<file path="src/rtl/memory_cycle.sv">
// memory_cycle: memory pipeline stage between execute and writeback.
// Non-memory instructions pass the ALU result straight through in one cycle.
// Loads and stores run a req/ack handshake with data memory, stalling upstream
// until the ack (or a timeout abort) retires the instruction.
//
// Ports:
//   clk, rst         clock, async active-high reset
//   aluout, bout     ALU result (result / memory address) and store data
//   rdin, regwrite   destination register and its write enable
//   valid_in         live instruction from execute
//   memread/memwrite load / store select
//   mem_rdata/ack    data memory response
//   mem_req/we/addr/wdata  data memory request
//   stall            combinational hold request to upstream stages
//   wbdata, rdout, regwrite_out, valid_out  writeback payload
//   err              sticky error (illegal op or timeout)
module memory_cycle #(
   parameter int unsigned DATA_W  = 16,
   parameter int unsigned RD_W    = 4,
   parameter int unsigned TIMEOUT = 15
) (
   input  logic              clk,
   input  logic              rst,
   input  logic [DATA_W-1:0] aluout,
   input  logic [DATA_W-1:0] bout,
   input  logic [RD_W-1:0]   rdin,
   input  logic              valid_in,
   input  logic              memread,
   input  logic              memwrite,
   input  logic              regwrite,
   input  logic [DATA_W-1:0] mem_rdata,
   input  logic              mem_ack,
   output logic              mem_req,
   output logic              mem_we,
   output logic [DATA_W-1:0] mem_addr,
   output logic [DATA_W-1:0] mem_wdata,
   output logic              stall,
   output logic [DATA_W-1:0] wbdata,
   output logic [RD_W-1:0]   rdout,
   output logic              regwrite_out,
   output logic              valid_out,
   output logic              err
);

   localparam int unsigned CNT_W = $clog2(TIMEOUT + 1);

   localparam logic [0:0] IDLE   = 1'b0;
   localparam logic [0:0] ACCESS = 1'b1;

   logic [0:0]        state_q, state_d;
   logic [CNT_W-1:0]  cnt_q, cnt_d;
   logic              mem_req_q, mem_req_d;
   logic              mem_we_q, mem_we_d;
   logic [DATA_W-1:0] mem_addr_q, mem_addr_d;
   logic [DATA_W-1:0] mem_wdata_q, mem_wdata_d;
   logic [DATA_W-1:0] wbdata_q, wbdata_d;
   logic [RD_W-1:0]   rdout_q, rdout_d;
   logic              regwrite_q, regwrite_d;
   logic              valid_q, valid_d;
   logic              err_q, err_d;
   logic [RD_W-1:0]   rd_lat_q, rd_lat_d;
   logic              ld_wr_q, ld_wr_d;

   // State and output registers
   always_ff @(posedge clk or posedge rst) begin
      if (rst) begin
         state_q     <= IDLE;
         cnt_q       <= '0;
         mem_req_q   <= 1'b0;
         mem_we_q    <= 1'b0;
         mem_addr_q  <= '0;
         mem_wdata_q <= '0;
         wbdata_q    <= '0;
         rdout_q     <= '0;
         regwrite_q  <= 1'b0;
         valid_q     <= 1'b0;
         err_q       <= 1'b0;
         rd_lat_q    <= '0;
         ld_wr_q     <= 1'b0;
      end else begin
         state_q     <= state_d;
         cnt_q       <= cnt_d;
         mem_req_q   <= mem_req_d;
         mem_we_q    <= mem_we_d;
         mem_addr_q  <= mem_addr_d;
         mem_wdata_q <= mem_wdata_d;
         wbdata_q    <= wbdata_d;
         rdout_q     <= rdout_d;
         regwrite_q  <= regwrite_d;
         valid_q     <= valid_d;
         err_q       <= err_d;
         rd_lat_q    <= rd_lat_d;
         ld_wr_q     <= ld_wr_d;
      end
   end

   // Next-state and next-output decode
   always_comb begin
      state_d     = state_q;
      cnt_d       = cnt_q;
      mem_req_d   = mem_req_q;
      mem_we_d    = mem_we_q;
      mem_addr_d  = mem_addr_q;
      mem_wdata_d = mem_wdata_q;
      wbdata_d    = wbdata_q;
      rdout_d     = rdout_q;
      regwrite_d  = 1'b0;
      valid_d     = 1'b0;
      err_d       = err_q;
      rd_lat_d    = rd_lat_q;
      ld_wr_d     = ld_wr_q;

      case (state_q)
         IDLE: begin
            if (valid_in) begin
               if (memread && memwrite) begin
                  // Illegal: retire as a no-op with the error flag set
                  err_d   = 1'b1;
                  valid_d = 1'b1;
               end else if (memread || memwrite) begin
                  mem_req_d   = 1'b1;
                  mem_we_d    = memwrite;
                  mem_addr_d  = aluout;
                  mem_wdata_d = bout;
                  rd_lat_d    = rdin;
                  ld_wr_d     = regwrite & memread;
                  cnt_d       = '0;
                  state_d     = ACCESS;
               end else begin
                  wbdata_d   = aluout;
                  rdout_d    = rdin;
                  regwrite_d = regwrite;
                  valid_d    = 1'b1;
               end
            end
         end
         ACCESS: begin
            // Ack takes priority over a coincident timeout
            if (mem_ack) begin
               mem_req_d  = 1'b0;
               if (!mem_we_q) begin
                  wbdata_d = mem_rdata;
               end
               rdout_d    = rd_lat_q;
               regwrite_d = ld_wr_q;
               valid_d    = 1'b1;
               state_d    = IDLE;
            end else if (cnt_q == CNT_W'(TIMEOUT - 1)) begin
               mem_req_d = 1'b0;
               err_d     = 1'b1;
               valid_d   = 1'b1;
               state_d   = IDLE;
            end else begin
               cnt_d = cnt_q + CNT_W'(1);
            end
         end
         default: begin
            state_d = IDLE;
         end
      endcase
   end

   assign stall        = (state_q == ACCESS);
   assign mem_req      = mem_req_q;
   assign mem_we       = mem_we_q;
   assign mem_addr     = mem_addr_q;
   assign mem_wdata    = mem_wdata_q;
   assign wbdata       = wbdata_q;
   assign rdout        = rdout_q;
   assign regwrite_out = regwrite_q;
   assign valid_out    = valid_q;
   assign err          = err_q;

endmodule

</file>
<file path="config.mk">
export PLATFORM = sky130hd
export DESIGN_NAME = memory_cycle
export DESIGN_NICKNAME = d
export VERILOG_FILES = /design/src/rtl/memory_cycle.sv
export SDC_FILE = /design/constraint.sdc
export NUM_CORES = 1
export LEC_CHECK = 0
export ABC_CLOCK_PERIOD_IN_PS = 6080
export CORE_MARGIN = 3
export CORE_UTILIZATION = 40
export CTS_CLUSTER_DIAMETER = 40
export DETAILED_ROUTE_END_ITERATION = 12
export PLACE_DENSITY = 0.74
export RECOVER_POWER = 50
export SYNTH_ARGS = -nofsm -noshare
export SYNTH_HDL_FRONTEND = slang
export SYNTH_SLANG_ARGS = --single-unit
</file>
<file path="constraint.sdc">
create_clock -name clk -period 6.08 [get_ports clk]
set_input_delay 0.912 -clock clk [delete_from_list [all_inputs] [get_ports clk]]
set_output_delay 0.912 -clock clk [all_outputs]
set_load 0.02 [all_outputs]
</file>
Word level (Yosys, flattened, before mapping)
Index checks and enable logic that the tools add are counted.
{"block": "word_totals", "register_bits": 67, "wordCells": 82}
{"block": "classes", "n_addsub": 1, "eq_ne": 12, "n_mux": 45, "bitwise": 3, "reduce_logical": 8}
{"operator": "2-to-1 mux 16 bit", "n": 5}
{"operator": "2-to-1 mux 4 bit", "n": 9}
{"operator": "case mux 16 bit (2 select lines)", "n": 1}
{"operator": "2-to-1 mux 1 bit", "n": 23}
{"operator": "!= test 2 bit (second input constant)", "n": 9}
{"operator": "case mux 4 bit (2 select lines)", "n": 2}
{"operator": "AND reduction 4 bit", "n": 4}
{"operator": "case mux 1 bit (2 select lines)", "n": 5}
{"operator": "AND reduction 5 bit", "n": 2}
{"operator": "adder 4 x 1 -> 4 bit (second input constant)", "n": 1}
{"operator": "equality test 4 bit (second input constant)", "n": 1}
{"operator": "!= test 3 x 2 -> 1 bit (second input constant)", "n": 1}
{"operator": "!= test 2 x 1 -> 1 bit (second input constant)", "n": 1}
{"operator": "inverter 1 bit", "n": 2}
{"operator": "bitwise AND 1 bit", "n": 1}
{"operator": "logical AND 1 bit", "n": 1}
{"operator": "logical OR 1 bit", "n": 1}

Logic depth before layout (Yosys ltp)
Gate-level depths: netlist of run 1.
{"block": "depth", "word_depth": 5, "ltp_mapped": 7}

Worst setup path after synthesis of run 1
OpenSTA, ideal clock, no wires.
{"block": "synth_timing", "kind": "in2reg", "start": "in memread", "end": "reg ld_wr_q", "setup_ns": 0.125, "t_arrival_ns": 2.125, "required_time_ns": 5.955, "path_slack_ns": 3.831, "path_stages": 7, "n_path_buf": 2, "path_cell_list": "inv_1 > ha_1 > or4b_1 > buf_2 > buf_6 > nand2_2 > o31ai_4"}
{"block": "synth_via", "elab_chain_len": 3, "elab_cells_between_ends": 5}
{"item": "start, declared", "line_no": "28", "source": "input logic memread,"}
{"item": "logical AND 1 bit", "line_no": "116", "source": "if (memread && memwrite) begin"}
{"item": "inverter 1 bit (no line)"}
{"item": "AND reduction 4 bit (no line)"}
{"item": "end signal, assigned", "line_no": "93", "source": "ld_wr_q <= ld_wr_d;"}
{"item": "end, declared", "line_no": "62", "source": "logic ld_wr_q, ld_wr_d;"}
Several ways; a longest one is shown, not always the timed one.
A chain may end at the register's enable or synchronous reset.

Worst setup path in the final report of run 1
{"block": "layout_timing", "start": "in memread", "end": "reg cnt_q[1]"}
{"block": "layout_via", "elab_chain_len": 3, "elab_cells_between_ends": 5}
{"item": "logical OR 1 bit / logical AND 1 bit (equally long branches)", "line_no": "120, 116"}
{"item": "!= test 2 bit (no line)"}
{"item": "AND reduction 5 bit (no line) (*)"}
{"item": "end signal, assigned", "line_no": "82", "source": "cnt_q <= cnt_d;"}
{"item": "end, declared", "line_no": "51", "source": "logic [CNT_W-1:0] cnt_q, cnt_d;"}
Mark *: on every way between the ends. The rest lies on a longest branch, timed or not.

==> summary.md, run 1 <==
| Metric | Value |
|---|---|
| Row count | 30 |
| Final hold vios | 0 |
| Area occupied by multi-input gates | 1177 µm² |
| CTS Buf Count | 9 |
| Fin crit share | 0.4502 |
| Design area | 4399 µm² |
| Drt pass-1 iters | 4 |
| Yosys reg bits | 67 |
| Worst-path fanout max | 44 |
| Ports | 117 |
| Crit-path cells | dlygate4sd3_1 > inv_1 > ha_1 > or4b_1 > buf_4 > a32o_1 |
| Worst-margin pin slew | 0.8591 ns |
| Max-cap violations | 0 |
| Synth Net Count | 343 |
| Clock-pin slew on the worst setup and hold paths | 0.06 ns |
| Grt total ovfl | 0 |
| Setup TNS | 0 ns |
| Pleak | 2.036 nW |
| Syn_area_per_cell | 10.61 µm² |
| Arrival time worst endpoint | 2.95 ns |
| RSZ-0062 raised after global routing | no |
| Clock tree buffer depth | 2 |
| Number of synthesized flops with an enable pin | 0 |
| Final setup fails | 0 |
| Clk sinks | 67 |
| Worst Path Required | 6.29 ns |
| Number of remaining DRC errors | 0 |
| YS warnings | 0 |
| Die Y | 92.19 µm |
| Post-Route WL | 7.026 mm |
| Area leader, netlist | dfrtp_1 |
| Post-DP HPWL | 5.012 mm |
| Post-layout nets | 460 |
| CP startpoint kind | input pin |
| Crit Path Class | in -> reg |
| Post-Syn Instances | 280 |
| Avg WL per Cell | 14.17 µm |
| Initial core utilization | 0.4256 |
| Core region area | 6982 µm² |
| Fill cells | 598 |
| VDD IR-drop max | 0.2083 mV |
| Port bufs | 116 |
| Dpl cells | 482 |
| Diodes inserted | 0 |
| Post-CTS Resized | 0 |
| Share of the synthesized area in the top cell type | 0.5642 |
| Top cells by area, synth | dfrtp_1, mux2_2, nand2_1, buf_2, ha_1 |
| Pin count of the biggest net entering global routing | 68 |
| Synthesis-to-layout area growth | 48.04% |
| Die W | 92.19 µm |
| Postcts setup bufs | 0 |
| Worst path slowest cell | dlygate4sd3_1 |
| Antenna viol nets, final | 0 |
| Hold WC Path Type | reg -> reg |
| Via density | 4.722 |
| Htree depth | 3 |
| Cell Area, Synth | 2972 µm² |
| Synth Flop Type | dfrtp_1 |
| Fmax | 0.3653 GHz |
| Slowest cell delay on critical path | 0.56 ns |
| GPL Wtd Cong | 0.8003 |
| Gr usage total | 0.1717 |
| First-pass GRT wire length | 11.55 mm |
| Register area | 1677 µm² |
| Sequential area share after synthesis | 0.5642 |
| Via count | 2342 |
| Vias in the first global route | 2384 |
| Final Max Slew Viols | 0 |
| Fin cells | 496 |
| Layout cells sized above 1 | 0.1550 |
| Max-slew headroom | 0.4272 |
| Count of different cell masters after synthesis | 31 |
| Critical path's top delay family | buffers and inverters |
| Status | complete, no violations |
| Dpl cell area | 4199 µm² |
| Clk root buf | clkbuf_8 |
| Power Dens Cells | 395.0 nW/µm² |
| Fin crit period | 2.737 ns |
| DRT iter0 DRCs | 114 |
| Hold Buf Count CTS | 0 |
| Max Clock Skew | 0.01240 ns |
| Bufs and invs on worst path | 3 |
| CTS tree | built |
| Later-pin clock latency in the skew report | 0.33 ns |
| Die area | 8499 µm² |
| Initial antenna violation count | 0 |
| Asr flop ratio synth | 1.000 |
| Worst Setup End Kind | flop |
-- Yosys cell counts, types with 2 or more instances --
master / n
buf_2: 10
buf_6: 2
dfrtp_1: 67
ha_1: 4
inv_1: 9
mux2_2: 40
nand2_1: 114
nand2b_1: 2
nand3_1: 7
o21ai_0: 4
-- layer usage --
layer  track usage  routed length, µm  vias to the layer above  part of all wire
met5             0                  0                        -                 0
met4       0.06064                106                        0             0.015
met3       0.05496                534                        9             0.076
met2        0.2835               3421                       81              0.49
met1        0.2113               2962                     1099              0.42
li1              -                  -                     1153                 -
-- path summary, 6_finish.rpt --
path | startpoint | to | slack (ns) | depth (start not counted)
worst max-delay path | memread | cnt_q[1]$_DFFE_PP0P_ | 3.34 | 6
worst min-delay path | mem_addr[6]$_DFFE_PP0P_ | mem_addr[6]$_DFFE_PP0P_ | 0.47 | 2
worst max register to register | stall$_DFF_PP0_ | wbdata[1]$_DFFE_PP0P_ | 3.87 | 4
worst min register to register | mem_addr[6]$_DFFE_PP0P_ | mem_addr[6]$_DFFE_PP0P_ | 0.47 | 2
max in group asynchronous | rst | wbdata[10]$_DFFE_PP0P_ | 4.26 | 3
min in group asynchronous | rst | wbdata[0]$_DFFE_PP0P_ | 1.27 | 3
-- logic make-up (layout without fill, tap and decap cells) --
logic type	after synthesis	after routing	share of synthesized area
AND/OR/NAND/NOR	129	129	0.1815
buffers and inverters	23	143	0.03958
AO/OA/AOI/OAI	17	17	0.04632
multiplexers	40	40	0.1516
flip-flops	67	67	0.5642
adder cells (fa/ha/maj)	4	4	0.01684
-- power by group --
group          switching (mW)  internal [mW]  total, mW  leakage [nW]
clock                   0.152          0.218      0.370         0.104
sequential             0.0847          0.591      0.675         0.820
combinational           0.344          0.349      0.692          1.11
total                   0.580           1.16       1.74          2.04
-- layout make-up --
cell class | count | area share
repair buffers | 120 | 0.2708
clock inverters | 2 | 0.007964
inverters | 9 | 0.007679
clock buffers | 12 | 0.03754
multi-input cells | 190 | 0.2676
flip-flops and latches | 67 | 0.3811
well taps | 96 | 0.02730
-- flip-flops by register name (all words and copies together), names as in the netlist, 4 cells and up --
register   cells
rd_lat_q       4
mem_wdata     16
cnt_q          4
rdout          4
wbdata        16
mem_addr      16
-- stage by stage --
stage | utilization | hold WS [ns] | power [mW] | setup slack [ns]
5_1_grt | 0.6301 | 0.4861 | 1.843 | 3.281
2_1_floorplan | - | 0.4401 | 1.048 | 3.485
3_3_place_gp | 0.6014 | 0.4531 | 1.385 | 3.132
4_1_cts | 0.6301 | 0.4777 | 1.784 | 3.430
6_report | 0.6301 | 0.4707 | 1.738 | 3.343
3_5_place_dp | 0.6014 | 0.4610 | 1.404 | 3.072
-- worst reg2reg max path, cell delays in order, from the launching register on --
cell,delay [ns]
dfrtp_1,0.44
buf_4,0.40
nand2_1,0.15
o21ai_2,0.69
mux2_2,0.43
-- cells in the final DEF, fill, tap and decap left out --
cell / n
nand2_1: 114
clkdlybuf4s50_1: 88
dfrtp_1: 67
mux2_2: 40
dlygate4sd3_1: 28
clkbuf_8: 12
inv_1: 8
nand3_1: 7
o21ai_0: 4
ha_1: 4
buf_4: 4
nand2b_1: 2
or4b_1: 1
o21ai_1: 1
nand4bb_1: 1
o21ai_2: 1
nor4b_4: 1
and3_1: 1
o21a_1: 1
o211ai_1: 1
or3_1: 1
a31oi_1: 1
clkinv_1: 1
nand2_2: 1
o31ai_4: 1
a21boi_0: 1
o32ai_1: 1
a31o_1: 1
o311ai_0: 1
a22o_1: 1
a32o_1: 1
o221ai_1: 1
bufinv_16: 1
clkinv_2: 1
No activity file was read; power rests on OpenSTA's default activity.
==> run 2, diff against run 1 <==
--- a/config.mk
+++ b/config.mk
@@ -5,7 +5,7 @@
 export SDC_FILE = /design/constraint.sdc
 export NUM_CORES = 1
 export LEC_CHECK = 0
-export ABC_CLOCK_PERIOD_IN_PS = 6080
+export ABC_CLOCK_PERIOD_IN_PS = 2790
 export CORE_MARGIN = 3
 export CORE_UTILIZATION = 40
 export CTS_CLUSTER_DIAMETER = 40
==> constraint.sdc (replaced) <==
create_clock -name clk -period 2.79 [get_ports clk]
set_input_delay 0.4185 -clock clk [delete_from_list [all_inputs] [get_ports clk]]
set_output_delay 0.4185 -clock clk [all_outputs]
set_load 0.02 [all_outputs]
==> run 2 against run 1 <==
Critical path type unchanged. Sequential power grew 120%. Routed wire length grew 4.1%. Core utilization grew 0.45 points. Non-clock buffer count grew 3. Die area is the same. Largest cell class unchanged. Register-to-register slack lost 3.2 ns. Worst setup slack lost 2.8 ns. Hold slack lost 0.0011 ns. Critical path depth grew 1.
==> summary.md, run 2 (same netlist as run 1, synthesis figures left out) <==
| Metric | Value |
|---|---|
| Fin crit share | 0.7899 |
| Post-Route WL | 7.311 mm (+4.1%) |
| Clock-pin slew on the worst setup and hold paths | 0.07 ns (about the same) |
| Gr usage total | 0.1816 (+0.009958) |
| RSZ-0062 raised after global routing | no |
| Final Max Slew Viols | 0 (unchanged) |
| Arrival time worst endpoint | 2.42 ns (-0.53 ns) |
| Final setup fails | 0 (unchanged) |
| Pleak | 2.054 nW (+0.86%) |
| Post-DP HPWL | 5.407 mm (+7.9%) |
| Avg WL per Cell | 14.65 µm (+3.4%) |
| Htree depth | 3 (unchanged) |
| Fin crit period | 2.204 ns |
| Post-CTS Resized | 0 (unchanged) |
| Fill cells | 602 (+0.67%) |
| Clk sinks | 67 (unchanged) |
| Slowest cell delay on critical path | 0.75 ns (+0.19 ns) |
| Clock tree buffer depth | 2 (unchanged) |
| Max-cap violations | 0 (unchanged) |
| CTS Buf Count | 9 (unchanged) |
| Via density | 4.768 (+0.97%) |
| Most frequent CP cell | nand2_1 |
| Drt pass-1 iters | 4 (unchanged) |
| Commonest cells after routing, fill and taps aside | nand2_1, clkdlybuf4s50_1, dfrtp_1, mux2_2, dlygate4sd3_1 |
| Hold slack | 0.4696 ns (-0.001106 ns) |
| CTS tree | built |
| Core region area | 6982 µm² (unchanged) |
| Pre-CTS setup slack | 0.2252 ns (-2.847 ns) |
| Number of remaining DRC errors | 0 (unchanged) |
| Bufs and invs on worst path | 3 (unchanged) |
| Max Clock Skew | 0.003996 ns (-0.008406 ns) |
| Via count | 2379 (+1.6%) |
| Status | complete, no violations |
| Worst-path fanout max | 13 (-70%) |
| Setup TNS | 0 ns (unchanged) |
| Hold Buf Count CTS | 0 (unchanged) |
| GPL Wtd Cong | 0.7206 (-10%) |
| Worst Path Required | 3.00 ns (-3.29 ns) |
| Diodes inserted | 0 (unchanged) |
| Port bufs | 116 (unchanged) |
| Worst-margin pin slew | 1.043 ns (+0.1842 ns) |
| Final hold vios | 0 (unchanged) |
| Die W | 92.19 µm (unchanged) |
| Fin util | 0.6346 (+0.004480) |
| Antenna viol nets, final | 0 (unchanged) |
| Total power | 3.807 mW (+120%) |
| Post-layout nets | 463 (+0.65%) |
| First-pass GRT wire length | 12.16 mm (+5.3%) |
| Layout cells sized above 1 | 0.1588 (+0.003809) |
| Die area | 8499 µm² (unchanged) |
| Vias in the first global route | 2466 (+3.4%) |
| Setup ws final | 0.5862 ns (-2.756 ns) |
| Dpl cell area | 4234 µm² (+0.83%) |
| Pin count of the biggest net entering global routing | 44 (-35%) |
| Initial antenna violation count | 0 (unchanged) |
| Fin cells | 499 (+0.60%) |
| Critical path's top delay family | simple AND/OR/NAND/NOR gates |
| VDD IR-drop max | 0.5038 mV (+140%) |
| Synthesis-to-layout area growth | 49.09% |
| Crit-path cells | clkdlybuf4s50_1 > inv_1 > ha_1 > or4b_1 > buf_4 > nand2_1 > nand2_1 |
| Worst path slowest cell | or4b_1 |
| Row count | 30 (unchanged) |
| Crit Path Class | in -> reg |
| Hold WC Path Type | reg -> reg |
| Fmax | 0.4538 GHz |
| Worst Setup End Kind | flop |
| CP startpoint kind | input pin |
| Initial core utilization | 0.4256 (unchanged) |
| Later-pin clock latency in the skew report | 0.33 ns (about the same) |
| Clk root buf | clkbuf_8 |
| Dpl cells | 485 (+0.62%) |
| Grt total ovfl | 0 (unchanged) |
| Design area | 4431 µm² (+0.71%) |
| Postcts setup bufs | 0 (unchanged) |
| Power Dens Cells | 859.3 nW/µm² (+120%) |
| DRT iter0 DRCs | 91 (-20%) |
| Die Y | 92.19 µm (unchanged) |
| Ports | 117 (unchanged) |
| Commonest non-fill, non-tap cell in the layout | nand2_1 |
| Max-slew headroom | 0.3037 (-0.1235) |
-- run 2: cell types whose count changed in the layout (fill, tap and decap cells not counted), sizes merged --
cell / before / now
clkdlybuf4s50: 88 / 90
inv: 8 / 9
clkinv: 2 / 1
buf: 4 / 6
dlygate4sd3: 28 / 26
clkbuf: 12 / 13
-- run 2: path summary, 6_finish.rpt --
| kind | startpoint | to | slack [ns] | depth (start not counted) |
|---|---|---|---|---|
| max | memread | mem_wdata[12]$_DFFE_PP0P_ | 0.59 | 7 |
| min | mem_addr[2]$_DFFE_PP0P_ | mem_addr[2]$_DFFE_PP0P_ | 0.47 | 2 |
| max reg2reg | stall$_DFF_PP0_ | wbdata[10]$_DFFE_PP0P_ | 0.67 | 3 |
| min reg2reg | mem_addr[2]$_DFFE_PP0P_ | mem_addr[2]$_DFFE_PP0P_ | 0.47 | 2 |
| max in group asynchronous | rst | mem_wdata[2]$_DFFE_PP0P_ | 1.24 | 3 |
| min in group asynchronous | rst | wbdata[0]$_DFFE_PP0P_ | 0.78 | 2 |
-- run 2: worst min-delay path, cell delays in order, from the launching register on --
cell and delay, ns:
dfrtp_1 0.34, nand2_1 0.05, nand2_1 0.06
-- run 2: report_power, final --
part / leakage [nW] / switching (mW) / total, mW / internal [mW]
sequential: 0.820 / 0.197 / 1.48 / 1.29
combinational: 1.13 / 0.744 / 1.51 / 0.766
clock: 0.104 / 0.338 / 0.813 / 0.475
-- run 2: layout make-up --
cell class / count / area, µm² / area share
tap: 96 / 120.1 / 0.02711
multi-input combinational: 190 / 1177 / 0.2657
timing repair buffer: 123 / 1222 / 0.2759
inverter: 9 / 33.78 / 0.007625
clock inverter: 2 / 35.03 / 0.007907
sequential: 67 / 1677 / 0.3784
clock buffer: 12 / 165.2 / 0.03728
-- run 2: metal layers --
metal | GRT usage | part of all wire | vias to the layer above
li1 | - | - | 1159
met1 | 0.2181 | 0.40 | 1131
met2 | 0.3023 | 0.50 | 80
met3 | 0.06317 | 0.081 | 9
met4 | 0.06436 | 0.013 | 0
met5 | 0 | 0 | -
